==> config.mk <==
export PLATFORM = sky130hd
export DESIGN_NAME = data_sram_bridge
export DESIGN_NICKNAME = d
export VERILOG_FILES = /design/src/rtl/data_sram_bridge.sv
export SDC_FILE = /design/constraint.sdc
export NUM_CORES = 1
export LEC_CHECK = 0
export ABC_AREA = 1
export BUFFER_PORTS_ARGS = -buffer_cell sky130_fd_sc_hd__buf_2
export CAP_MARGIN = 40
export CORE_ASPECT_RATIO = 0.8
export CORE_MARGIN = 2
export CORE_UTILIZATION = 50
export DETAILED_ROUTE_END_ITERATION = 8
export MAX_ROUTING_LAYER = met4
export PLACE_DENSITY = 0.83
export SLEW_MARGIN = 5
export SYNTH_ARGS = -nofsm -noshare
export SYNTH_HDL_FRONTEND = slang
export SYNTH_SLANG_ARGS = --single-unit
==> constraint.sdc <==
create_clock -name clk -period 2.5 [get_ports clk]
set_input_delay 0.75 -clock clk [delete_from_list [all_inputs] [get_ports clk]]
set_output_delay 0.75 -clock clk [all_outputs]
set_load 0.005 [all_outputs]
==> src/rtl/data_sram_bridge.sv <==
// Bridges the CPU byte-masked data-SRAM port onto a word-wide DataMem that has one write enable.
// Sub-word stores become a stalled read-modify-write. Sticky error and traffic counters are kept for debug.
module data_sram_bridge #(
    parameter int CNT_W = 16
) (
    input  logic             clk,
    input  logic             rst,
    input  logic             data_sram_en,
    input  logic [3:0]       data_sram_wen,
    input  logic [31:0]      data_sram_addr,
    input  logic [31:0]      data_sram_wdata,
    output logic [31:0]      data_sram_rdata,
    output logic             stall,
    output logic             mem_we,
    output logic [31:0]      mem_addr,
    output logic [31:0]      mem_wdata,
    input  logic [31:0]      mem_rdata,
    output logic             err_mask,
    output logic [CNT_W-1:0] rd_cnt,
    output logic [CNT_W-1:0] wr_cnt,
    output logic [CNT_W-1:0] rmw_cnt
);

    typedef enum logic {IDLE, MERGE} state_t;

    state_t           state_q, state_d;
    logic [31:0]      addr_q, addr_d;
    logic [31:0]      word_q, word_d;
    logic             err_q, err_d;
    logic [CNT_W-1:0] rd_cnt_q, rd_cnt_d;
    logic [CNT_W-1:0] wr_cnt_q, wr_cnt_d;
    logic [CNT_W-1:0] rmw_cnt_q, rmw_cnt_d;

    logic [31:0] req_addr;
    logic [31:0] merged;
    logic        is_read, is_full, is_part;

    function automatic logic [CNT_W-1:0] sat_inc(input logic [CNT_W-1:0] v);
        return (&v) ? v : v + CNT_W'(1);
    endfunction

    assign req_addr        = data_sram_addr & 32'hFFFF_FFFC;
    assign data_sram_rdata = mem_rdata;
    assign err_mask        = err_q;
    assign rd_cnt          = rd_cnt_q;
    assign wr_cnt          = wr_cnt_q;
    assign rmw_cnt         = rmw_cnt_q;

    always_comb begin
        is_read = (data_sram_wen == 4'h0);
        is_full = (data_sram_wen == 4'hF);
        case (data_sram_wen)
            4'h1, 4'h2, 4'h4, 4'h8, 4'h3, 4'hC: is_part = 1'b1;
            default:                            is_part = 1'b0;
        endcase
        merged = mem_rdata;
        for (int k = 0; k < 4; k++) begin
            if (data_sram_wen[k]) merged[8*k +: 8] = data_sram_wdata[8*k +: 8];
        end
    end

    always_comb begin
        state_d   = state_q;
        addr_d    = addr_q;
        word_d    = word_q;
        err_d     = err_q;
        rd_cnt_d  = rd_cnt_q;
        wr_cnt_d  = wr_cnt_q;
        rmw_cnt_d = rmw_cnt_q;
        mem_we    = 1'b0;
        stall     = 1'b0;
        mem_addr  = req_addr;
        mem_wdata = data_sram_wdata;
        case (state_q)
            IDLE: begin
                if (data_sram_en) begin
                    if (is_read) begin
                        rd_cnt_d = sat_inc(rd_cnt_q);
                    end else if (is_full) begin
                        mem_we   = 1'b1;
                        wr_cnt_d = sat_inc(wr_cnt_q);
                    end else if (is_part) begin
                        stall   = 1'b1;
                        addr_d  = req_addr;
                        word_d  = merged;
                        state_d = MERGE;
                    end else begin
                        err_d = 1'b1;
                    end
                end
            end
            MERGE: begin
                // Commit from captured state only; whatever the CPU drives now is ignored.
                mem_we    = 1'b1;
                mem_addr  = addr_q;
                mem_wdata = word_q;
                rmw_cnt_d = sat_inc(rmw_cnt_q);
                state_d   = IDLE;
            end
            default: state_d = IDLE;
        endcase
        if (rst) begin
            mem_we = 1'b0;
            stall  = 1'b0;
        end
    end

    always_ff @(posedge clk) begin
        if (rst) begin
            state_q   <= IDLE;
            addr_q    <= '0;
            word_q    <= '0;
            err_q     <= 1'b0;
            rd_cnt_q  <= '0;
            wr_cnt_q  <= '0;
            rmw_cnt_q <= '0;
        end else begin
            state_q   <= state_d;
            addr_q    <= addr_d;
            word_q    <= word_d;
            err_q     <= err_d;
            rd_cnt_q  <= rd_cnt_d;
            wr_cnt_q  <= wr_cnt_d;
            rmw_cnt_q <= rmw_cnt_d;
        end
    end

endmodule

==> impl_results.md <==
* Final Hold Fails at 0
* Netlist cell types at 30
* Post-layout util at 0.622
* Global-route wire length before repair at 27600 um
* Maximum ir drop on the vdd rail at 0.341 mV
* Most common cell after layout, fill and taps aside: buf_2
* Clock latency reported for the late side of the worst-skew pair at 350 ps
* Yosys Warn Count at 0
* Placer's final routability congestion estimate at 0.935
* Number of global-route vias before repair at 5877
* Number of antenna violations at the first check in global routing at 0
* Unrepaired setup endpoints after global routing: false
* Largest fanout on the critical path at 80
* CTS buffer count at 9
* I/O Pins at 250
* Drt initial violations at 407
* Final critical-path required period at 2300 ps
* Initial core utilization at 0.509
* Area of the die at 0.0139 mm^2
* Horiz. Die Dim at 131 um
* Residual DRC count at 0
* Critical path start-end classification: reg2out
* Clock-pin transition on the worst setup and hold timing paths at 80 ps
* Worst Path Required at 1750 ps
* Port Buf Inserts at 245
* Routed len/inst at 12.6 um
* Pin count of the biggest net entering global routing at 93
* Deepest clock path buffer count at 2
* Final setup violation count at 0
* Hold_buf cts at 0
* Number of pins with negative max-slew slack in the final report at 0
* Worst hold margin at 449 ps
* Layout cells sized above 1 at 0.292
* Leakage power at 3.54 nW
* Relative area change from synthesis to final layout at 22.3%
* Antenna viol nets, final at 0
* Power Dens Cells at 526 mW/mm^2
* Cell count after synthesis at 961
* Cell type with the largest total area after synthesis: dfxtp_1
* Final HPWL DP at 12500 um
* Number of sinks handled by clock tree synthesis at 112
* CTS tree: built
* Avg Inst Size Synth at 6.74 um^2
* Overflow left after global routing at 0
* Rows at 37
* Max-cap viol count at 0
* Hold crit path type: reg2reg
* Placeable Area at 0.0127 mm^2
* CP startpoint kind: flip-flop
* Non-filler cells, final at 1332
* Final clock skew at 6.08 ps
* All-Layer GR Usage at 0.245
* Sequential fraction of the synthesis area at 0.346
* Post-route setup TNS at 0 ps
* H-tree depth at 3
* Post-route fraction of the period consumed by the critical path at 0.921
* Top area cells in the synthesized netlist: dfxtp_1 (35%), nand2_1 (13%), o21ai_0 (11%), a21oi_1 (7.3%), inv_1 (5.9%)
* Count of nets after finishing at 1258
* Die Ht at 106 um
* Ant diodes at 0
* Aggregate routed wire length at 16800 um
* Post-Synthesis Cell Area at 0.00648 mm^2
* Synthesis-stage register bit count at 112
* Placed Instances at 1316
* Element type at the critical path end: primary output
* Achievable clock frequency at 434 MHz
* CTS Root Buffer Type: clkbuf_16
* Area fraction of the dominant cell type after synthesis at 0.346
* Vias per std cell at 5.01
* Via Count at 6678
* Number of iterations in the first detailed-routing pass at 6
* Commonest cells after routing, fill and taps aside: buf_2 (245), nand2_1 (230), o21ai_0 (138), dfxtp_1 (112), inv_1 (100)
* Arrival time at the worst endpoint at 1550 ps
* Result of the run: complete, no violations
-- cells by family (layout without fill, tap and decap cells) --
logic type	after synthesis	count (layout)	synth area share
and+or+nand+nor	370	370	0.241
AOI/OAI and AO/OA	239	239	0.189
buffers and inverters	190	385	0.143
DFF	112	112	0.346
muxes	32	32	0.0556
xor gates and xnor gates	14	14	0.0189
adders and majority gates	3	3	0.00580
other	1	2	0.000579
-- cells in the mapped netlist, drive strengths merged --
cell	instances
nand2	236
o21ai	139
dfxtp	112
inv	106
a21oi	99
nor2	78
buf	63
nand3	33
mux2	32
clkbuf	21
nand4	19
xor2	10
xnor2	4
ha	3
nand3b	2
a31oi	1
conb	1
nor3	1
or2	1
-- power by group --
| group | internal, mW | total, mW | switching [mW] |
|---|---|---|---|
| registers | 1.86 | 1.89 | 0.0236 |
| clock network | 0.994 | 1.68 | 0.689 |
| logic | 0.264 | 0.593 | 0.329 |
| total | 3.12 | 4.16 | 1.04 |
-- sequential cells by signal, indices dropped and copies added (netlist names) --
register	cells
addr_q	30
err_mask	1
rd_cnt	16
rmw_cnt	16
state_q	1
word_q	32
wr_cnt	16
-- repair_timing --
action / CTS / global route
setup endpoints to repair: 0 / 3
setup buffers: 0 / 0
resized for setup: 0 / 2
endpoints found under the hold margin: 0 / 0
-- worst max-delay path: stages (launching register included) --
cell,delay [ps]
dfxtp_1,340
inv_4,190
buf_12,300
nand2_1,100
o21ai_0,100
buf_2,150
-- layout make-up --
cell class / instances / area [um^2]
clock buffer: 9 / 225
clock inverter: 7 / 125
fill: 1178 / 4810
inverter: 106 / 400
multi-input combinational: 660 / 3320
sequential: 112 / 2240
tap: 175 / 219
timing repair buffer: 263 / 1390
-- through the flow --
stage                     setup WS, ps  power (mW)  area, um^2
after global placement             236        2.50        7570
after CTS                         89.2        4.20        7920
after floorplan                   90.3        2.29        6480
after global routing              76.5        4.35        7920
after detailed placement           229        2.52        7570
final                              196        4.16        7920
-- per-layer routing --
| metal | up-vias | track usage | wire length, um |
|---|---|---|---|
| met5 | - | - | 0 |
| met4 | 0 | 0.0512 | 157 |
| met3 | 16 | 0.0572 | 1120 |
| met2 | 200 | 0.395 | 7820 |
| met1 | 3009 | 0.317 | 7750 |
| li1 | 3453 | - | - |
-- worst paths after layout --
| path | startpoint | endpoint | slack (ps) | depth (start not counted) |
|---|---|---|---|---|
| hold / removal | word_q[12]$_SDFFE_PP0P_ | word_q[12]$_SDFFE_PP0P_ | 450 | 2 |
| setup / recovery | state_q$_SDFF_PP0_ | mem_wdata[19] | 200 | 5 |
| setup reg to reg | wr_cnt[0]$_SDFFE_PP0P_ | wr_cnt[8]$_SDFFE_PP0P_ | 530 | 8 |
| hold reg to reg | word_q[12]$_SDFFE_PP0P_ | word_q[12]$_SDFFE_PP0P_ | 450 | 2 |
Note: power is estimated with default switching activity, not from simulation.
